<file path="src/rtl/stpw_ascii_pkg.sv">
// Shared constants for the stopwatch time-to-ASCII serializer.
// Includes ASCII codes, frame lengths, time-word field layout and FSM states.
package stpw_ascii_pkg;

    localparam logic [7:0] ASCII_ZERO = 8'h30;
    localparam logic [7:0] ASCII_CR   = 8'h0D;
    localparam logic [7:0] ASCII_LF   = 8'h0A;

    localparam int unsigned FRAME_LEN_CRLF = 13;
    localparam int unsigned FRAME_LEN      = 11;

    // Field layout of the packed 24-bit time word {hour, min, sec, msec}.
    localparam int unsigned HOUR_LSB = 19;
    localparam int unsigned HOUR_W   = 5;
    localparam int unsigned MIN_LSB  = 13;
    localparam int unsigned MIN_W    = 6;
    localparam int unsigned SEC_LSB  = 7;
    localparam int unsigned SEC_W    = 6;
    localparam int unsigned MSEC_LSB = 0;
    localparam int unsigned MSEC_W   = 7;

    typedef enum logic [1:0] {
        ST_IDLE = 2'd0,
        ST_SEND = 2'd1,
        ST_DONE = 2'd2
    } state_t;

endpackage

</file>
<file path="src/rtl/stpw_ascii_tx_bin2ascii2.sv">
// Combinational 7-bit binary to two ASCII decimal digits {tens, ones}.
// Values of 100 and above are clamped to 99.
module bin2ascii2
    import stpw_ascii_pkg::*;
(
    input  logic [6:0]  value,
    output logic [15:0] ascii
);

    logic [6:0] sat;
    logic [3:0] tens;
    logic [3:0] ones;

    always_comb begin
        sat   = (value >= 7'd100) ? 7'd99 : value;
        tens  = 4'(sat / 7'd10);
        ones  = 4'(sat % 7'd10);
        ascii = {ASCII_ZERO + {4'b0, tens}, ASCII_ZERO + {4'b0, ones}};
    end

endmodule

</file>
<file path="src/rtl/stpw_ascii_tx.sv">
// Snapshots the packed time word on start and streams "HH:MM:SS.CC" as bytes.
// Define STPW_ASCII_CRLF_EN to append CR LF (13-byte frame instead of 11).
module stpw_ascii_tx
    import stpw_ascii_pkg::*;
#(
    parameter logic [7:0] SEP_HMS  = 8'h3A,
    parameter logic [7:0] SEP_FRAC = 8'h2E
) (
    input  logic        clk,
    input  logic        rst,
    input  logic        start,
    input  logic [23:0] time_data,
    input  logic        tx_ready,
    output logic        tx_valid,
    output logic [7:0]  tx_byte,
    output logic        busy,
    output logic        done
);

`ifdef STPW_ASCII_CRLF_EN
    localparam int unsigned LEN = FRAME_LEN_CRLF;
`else
    localparam int unsigned LEN = FRAME_LEN;
`endif
    localparam logic [3:0] LAST_IDX = 4'(LEN - 1);

    state_t      state, state_nx;
    logic [3:0]  idx, idx_nx;
    logic [23:0] snap, snap_nx;
    logic [15:0] hh, mm, ss, cc;
    logic        xfer;

    bin2ascii2 u_hour (.value(7'(snap[HOUR_LSB +: HOUR_W])), .ascii(hh));
    bin2ascii2 u_min  (.value(7'(snap[MIN_LSB  +: MIN_W])),  .ascii(mm));
    bin2ascii2 u_sec  (.value(7'(snap[SEC_LSB  +: SEC_W])),  .ascii(ss));
    bin2ascii2 u_msec (.value(7'(snap[MSEC_LSB +: MSEC_W])), .ascii(cc));

    always_ff @(posedge clk) begin
        if (rst) begin
            state <= ST_IDLE;
            idx   <= 4'd0;
            snap  <= 24'd0;
        end else begin
            state <= state_nx;
            idx   <= idx_nx;
            snap  <= snap_nx;
        end
    end

    assign xfer = tx_valid & tx_ready;

    always_comb begin
        state_nx = state;
        idx_nx   = idx;
        snap_nx  = snap;
        case (state)
            // DONE also samples start so frames can run back-to-back.
            ST_IDLE, ST_DONE: begin
                state_nx = ST_IDLE;
                if (start) begin
                    snap_nx  = time_data;
                    idx_nx   = 4'd0;
                    state_nx = ST_SEND;
                end
            end
            ST_SEND: begin
                if (xfer) begin
                    if (idx == LAST_IDX) begin
                        idx_nx   = 4'd0;
                        state_nx = ST_DONE;
                    end else begin
                        idx_nx = idx + 4'd1;
                    end
                end
            end
            default: state_nx = ST_IDLE;
        endcase
    end

    assign tx_valid = (state == ST_SEND);
    assign busy     = (state == ST_SEND);
    assign done     = (state == ST_DONE);

    // Byte only changes with idx, so it is stable while waiting for ready.
    always_comb begin
        tx_byte = 8'h00;
        if (state == ST_SEND) begin
            case (idx)
                4'd0:    tx_byte = hh[15:8];
                4'd1:    tx_byte = hh[7:0];
                4'd2:    tx_byte = SEP_HMS;
                4'd3:    tx_byte = mm[15:8];
                4'd4:    tx_byte = mm[7:0];
                4'd5:    tx_byte = SEP_HMS;
                4'd6:    tx_byte = ss[15:8];
                4'd7:    tx_byte = ss[7:0];
                4'd8:    tx_byte = SEP_FRAC;
                4'd9:    tx_byte = cc[15:8];
                4'd10:   tx_byte = cc[7:0];
`ifdef STPW_ASCII_CRLF_EN
                4'd11:   tx_byte = ASCII_CR;
                4'd12:   tx_byte = ASCII_LF;
`endif
                default: tx_byte = 8'h00;
            endcase
        end
    end

endmodule
</file>
<file path="config.mk">
export PLATFORM = sky130hd
export DESIGN_NAME = stpw_ascii_tx
export DESIGN_NICKNAME = d
export VERILOG_FILES = /design/src/rtl/stpw_ascii_pkg.sv /design/src/rtl/stpw_ascii_tx_bin2ascii2.sv /design/src/rtl/stpw_ascii_tx.sv
export SDC_FILE = /design/constraint.sdc
export NUM_CORES = 1
export LEC_CHECK = 0
export CORE_ASPECT_RATIO = 0.8
export CORE_UTILIZATION = 55
export DETAILED_ROUTE_END_ITERATION = 6
export GPL_TIMING_DRIVEN = 0
export PLACE_DENSITY = 0.8
export SETUP_SLACK_MARGIN = 0.3
export SLEW_MARGIN = 20
export SYNTH_ARGS = -nofsm -noshare
export SYNTH_HDL_FRONTEND = slang
export SYNTH_SLANG_ARGS = --single-unit
</file>
<file path="constraint.sdc">
create_clock -name clk -period 6.4 [get_ports clk]
set_clock_uncertainty 0.05 [all_clocks]
set_input_delay 0.96 -clock clk [delete_from_list [all_inputs] [get_ports clk]]
set_output_delay 0.96 -clock clk [all_outputs]
set_load 0.05 [all_outputs]
</file>
==> impl_metrics.tcl <==
set metrics [dict create \
    max_stage_delay_ps 520 \
    final_common_cell "nand2_1" \
    rsz0062_at_grt "false" \
    totalWireLength_um 9110 \
    detail-route-antenna-nets 0 \
    seqPwrFrac_pct 40.6 \
    ioPinCount 39 \
    cts_tree "built" \
    grt-busiest-layer "met2" \
    tightestPinTransition_ps 619 \
    synthArstFlopShare_pct 0 \
    crit_family "compound AO/OA/AOI/OAI gates" \
    ir_drop_mv 0.115 \
    netlist_instances 386 \
    viasPerCell 6.65 \
    swShare_pct 33.0 \
    critical_path_buf_inv_count 4 \
    port-buffer-count 35 \
    dp_hpwl_um 6600 \
    use_met1_pct 50.9 \
    htreeDepth 2 \
    synth_seq_area_share_pct 22.0 \
    die_area_um2 5250 \
    post-route-period-util_pct 94.3 \
    ys_types 77 \
    slew_violations 0 \
    wl_per_cell_um 18.1 \
    grt.overflow.total 0 \
    finalHoldViolations 0 \
    die_x_um 80.8 \
    gp_congestion 0.972 \
    area_growth_pct 29.8 \
    cp_slowest_cell "or4b_1" \
    clk_path_buf_depth 2 \
    internal_power_w 0.000343 \
    rows 22 \
    critical_path.startpoint_type "flip-flop" \
    crit_fanout 10 \
    clock_sinks 30 \
    switchingPower_w 0.000169 \
    dp.cells 482 \
    ctsHoldBuffers 0 \
    nets 474 \
    final_cell_mix "62 x nand2_1, 47 x a21oi_1, 31 x clkdlybuf4s50_1, 30 x dfxtp_1, 24 x nor2_1" \
    clk_pin_slew_ps 70 \
    max_freq_mhz 166 \
    fin_util_pct 75.7 \
    worstPathArrival_ps 5030 \
    numCtsBuffers 5 \
    avgSynthCellArea_um2 7.07 \
    cts_root_buf "clkbuf_8" \
    yosysTopAreaCellShare_pct 22.0 \
    place_worst_setup_slack_ps -397 \
    holdWs_ps 423 \
    grt_use_met3_pct 7.89 \
    start_util_pct 58.3 \
    worst-setup-path-type "reg -> out" \
    p_leak_nw 1.28 \
    grt_max_degree 11 \
    track_usage_pct 35.7 \
    drt_iter0_markers 364 \
    max_slew_margin_pct 58.6 \
    vias 3338 \
    path_cells "buf_6, or4b_1, buf_6, or3_1, a31o_4, nor3_4, a211o_1, ha_4, a31oi_4, and4_1, a211o_1, ha_4, inv_2, a41oi_1, a2111oi_2, o32ai_2, a22oi_2, nor3_1, a221o_1, buf_6" \
    synth_area_leaders "dfxtp_1 22%, a21oi_1 8.8%, nand2_1 8.5%" \
    first_pass_iters 5 \
    synth_largest_area_cell "dfxtp_1" \
    grt_pass1_wl_um 14400 \
    grtUsageMet2_pct 53.9 \
    antenna_found_initial 0 \
    drive_above_1_share_pct 17.2 \
    cpMostUsedCell "buf_6" \
    combPwrFrac_pct 27.4 \
    grt_pass1_vias 2954 \
    cp-end-kind "primary output" \
    netlist_area_um2 2730 \
    ys_ff_latch 30 \
    die-height_um 65.0 \
    synth_flop_cell "dfxtp_1" \
    yosysWarnings 0 \
    drv_cap 0 \
    worstPathRequired_ps 5390 \
    setup_tns_ps 0 \
    outcome "finished clean" \
    fin_cells 502 \
    insertion_delay_ps 280 \
    diodes 0 \
    timing.hold.worst.class "reg -> reg" \
    p_clk_share_pct 31.9 \
    layout_setup_ws_ps 363 \
    synth_edf_count 0 \
    core-area_um2 4680 \
    power_per_cell_area_nw_per_um2 145 \
    drc 0 \
    min_period_ps 6040 \
    finalSetupViolCount 0 \
]
-- sequential cells by signal, summed over array words and instances (netlist names) --
| signal | cells |
|---|---|
| idx | 4 |
| snap | 24 |
| state | 2 |
-- tightest hold or removal path, delay by kind of cell (launching register included) --
kind	cells	cell delay [ps]
flip-flops	1	320
AO/OA/AOI/OAI	1	50
AND/OR/NAND/NOR	1	60
-- cells in the mapped netlist, drive strengths merged, types with 3 or more instances --
cell type,n
nand3b,8
o311ai,3
o21ai,23
nand2,62
o211ai,5
nor3,13
nand4,3
buf,14
dfxtp,30
nand3,6
a221o,3
a211o,4
a31oi,4
or3,4
a221oi,3
a21oi,48
nor3b,4
nor2,26
o31ai,3
xnor2,4
nor2b,5
and3,7
nand4b,3
nor4bb,3
ha,5
a211oi,4
a21boi,4
or2,3
nand2b,6
clkbuf,19
inv,8
a22oi,3
-- path summary, 6_finish.rpt --
path | startpoint | to | slack, ps | cells past startpoint
min | snap[1] | snap[1] | 420 | 2
min reg2reg | snap[1] | snap[1] | 420 | 2
max | idx[3] | tx_byte[2] | 360 | 20
max reg2reg | state[1] | idx[3] | 4240 | 9
-- cell type report --
| class | count | area (µm²) |
|---|---|---|
| Inverter | 9 | 33.8 |
| Clock inverter | 2 | 12.5 |
| Timing Repair Buffer | 47 | 440 |
| Buffer | 33 | 180 |
| Tap cell | 60 | 75.1 |
| Sequential cell | 30 | 601 |
| Fill cell | 398 | 1140 |
| Clock buffer | 6 | 82.6 |
| Multi-Input combinational cell | 315 | 2120 |
-- kinds of logic after synthesis --
kind of cell             share of synthesized area [%]
AND/OR/NAND/NOR                                   33.3
other                                            0.137
flip-flops                                        22.0
XOR/XNOR                                          1.92
AO/OA/AOI/OAI                                     32.9
buffers and inverters                             7.10
adder cells (fa/ha/maj)                           2.66
-- power by group through the flow --
stage | clock [W] | sequential, W | combinational, W
CTS | 0.000164 | 0.000207 | 0.000126
global placement | 0 | 0.000210 | 0.000119
floorplan | 0 | 0.000207 | 0.0000816
global route | 0.000172 | 0.000209 | 0.000153
detailed placement | 0 | 0.000211 | 0.000122
finish | 0.000164 | 0.000208 | 0.000141
-- what timing repair did --
action                                  in CTS  in global routing
endpoints found under the setup margin       4                  4
pin swaps                                    3                 11
setup buffers                                2                 10
gates resized for setup                     19                 46
-- metrics by stage --
| stage | area, µm² | total power, W |
|---|---|---|
| 2_1_floorplan | 2730 | 0.000288 |
| 3_3_place_gp | 3160 | 0.000329 |
| 3_5_place_dp | 3160 | 0.000332 |
| 4_1_cts | 3300 | 0.000497 |
| 5_1_grt | 3540 | 0.000534 |
| 6_report | 3540 | 0.000512 |
-- per-layer routing --
| layer | vias up | part of all wire [%] |
|---|---|---|
| li1 | 1533 | - |
| met1 | 1548 | 44 |
| met5 | - | 0 |
| met4 | 0 | 2.2 |
| met2 | 228 | 43 |
| met3 | 29 | 10 |
No activity file was read; power rests on OpenSTA's default activity.
==> RTL edit, RTL diff (same settings) <==
Build with the macro `STPW_ASCII_CRLF_EN` defined.
--- a/src/rtl/stpw_ascii_tx.sv
+++ b/src/rtl/stpw_ascii_tx.sv
@@ -1,5 +1,7 @@
 // Snapshots the packed time word on start and streams "HH:MM:SS.CC" as bytes.
 // Define STPW_ASCII_CRLF_EN to append CR LF (13-byte frame instead of 11).
+`define STPW_ASCII_CRLF_EN
+
 module stpw_ascii_tx
     import stpw_ascii_pkg::*;
 #(
Behaviour: no difference found for any inputs over 10 cycles, from zero or initial values and one cycle with rst high; that may be too few to reach the edited logic, so the function may still have changed.
==> RTL edit against the unedited design <==
  * Power rose by 11%
  * Maximum frequency rose by 4.7%
  * Via count is 18% lower
  * Count of clock-buffer cells in the layout stayed put
  * Sequential cell count is the same
  * Cell area decreased by 16%
  * Critical path type unchanged
  * Global-route usage down 6.1 points
  * First-iteration DRC count shrank 23%
  * Hold slack got worse by 0.0029 ns
  * Combinational power is 13% lower
  * Non-clock buffer count down 20
  * Setup slack improved by 0.27 ns
  * Wire length fell by 26%
  * Synthesized area is 11% lower
==> RTL edit: results (changes against the unedited design) <==
Status - finished, final reports clean
Slack of the worst reg-to-reg path - 3.98 ns (-0.26 ns)
Worst-margin pin slew - 0.697 ns (+0.0774 ns)
GR Layer Usage met2 - 48.8% (-5.1 points)
Clock H-tree levels - 2 (unchanged)
Leak - 1.07 nW (-16%)
Launch point of the critical path - idx[0]
Share of cells above drive strength 1 - 6.98% (-10 points)
Adder-cell share of the synthesized area - 4.66% (+2.0 points)
Reg2reg path depth - 8 (-1)
HPWL Detailed - 5.01 mm (-24%)
Met3 wire length - 628 um (-34%)
WL met2 - 2.94 mm (-25%)
Cell Area, Placed - 2840 sq um (-10%)
Nets@finish - 423 (-11%)
GRT Overall Usage - 29.6% (-6.1 points)
Synth cell types - 61 (-21%)
Combinational cell fraction of total power - 21.4% (-6.0 points)
Met1 Use GR - 38.9% (-12 points)
Vias in the first global route - 2286 (-23%)
WL per Instance - 15.2 um (-16%)
Worst skew pair latency - 0.29 ns
M1 wire length - 3.03 mm (-25%)
Ys flop type - dfxtp_1
Post-synthesis compound-gate area fraction - 33.0% (+0.12 points)
Pin count of the biggest net entering global routing - 11 (unchanged)
Reg2reg start - idx[2]
Crit-path max FO - 8 (-2)
Post-synth ARST share - 0% (unchanged)
P_int - 415 uW (+21%)
Ranking of synthesized cells by area - dfxtp_1 25%, nand2_1 9.8%, a21oi_1 9.7%
Peak supply drop - 0.145 mV (+27%)
Critical path capture point - tx_byte[0]
Sequential share of the synthesized area - 24.8% (+2.8 points)
RePlAce Congestion - 0.918 (-5.6%)
Multiplexer area fraction after synthesis - 2.74% (+2.7 points)
DRT iter0 DRCs - 282 (-23%)
Top post-synthesis cells by count - 63 x nand2_1, 47 x a21oi_1, 30 x dfxtp_1
GRT met3 Usage - 8.00% (+0.11 points)
Via count - 2739 (-18%)
DRT Pass-1 Iters - 5 (unchanged)
Synth Area in XOR/XNOR - 0.362% (-1.6 points)
First-pass GRT wire length - 10.8 mm (-25%)
R2R Path End - idx[2]
[RTL edit: cell count changes after synthesis, sizes merged, moves of 5 or more]
cell	change
o21ai	-10
nor3	-7
and3	-5
buf	-5
[RTL edit: layout make-up]
class | instances | area [sq um]
Tap cell | 57 | 71.3
Buffer | 25 | 115
Sequential cell | 30 | 601
Multi-Input combinational cell | 279 | 1680
Inverter | 10 | 37.5
Timing Repair Buffer | 35 | 343
Fill cell | 385 | 1220
Clock inverter | 2 | 60.1
Clock buffer | 6 | 82.6
[RTL edit: through the flow]
stage | util, % | worst slack (ns) | instances | hold WS, ns
detailed placement | 67.6 | 0.417 | 436 | 0.407
global placement | 67.6 | 0.471 | 436 | 0.396
finish | 71.1 | 0.635 | 444 | 0.420
global route | 71.1 | 0.310 | 444 | 0.440
floorplan | - | 1.02 | 344 | 0.387
CTS | 70.9 | 0.367 | 444 | 0.417
[RTL edit: critical path: stages (launching register included)]
cell and delay (ns):
dfxtp_1 0.43, ha_1 0.18, clkbuf_1 0.30, mux2i_1 0.13
mux2_2 0.35, a221oi_1 0.57, nand2b_1 0.21, a211oi_1 0.25
a21oi_1 0.10, ha_1 0.24, a21o_1 0.16, a221oi_1 0.27
nor2_1 0.08, a221oi_1 0.27, o21a_1 0.14, clkdlybuf4s50_1 0.79
[RTL edit: repair_timing]
action / 4_1_cts / 5_1_grt
endpoints found under the setup margin: 3 / 3
gates resized for setup: 3 / 4
hold endpoints to repair: 0 / 0
buffers inserted: 0 / 0
[RTL edit: how the worst min path moves through the flow]
stage / slack [ns] / startpoint / end
global route: 0.44 / snap[1] / snap[1]
CTS: 0.42 / snap[1] / snap[1]
global placement: 0.40 / snap[1] / snap[1]
detailed placement: 0.41 / snap[1] / snap[1]
finish: 0.42 / snap[1] / snap[1]
floorplan: 0.39 / snap[1] / snap[1]
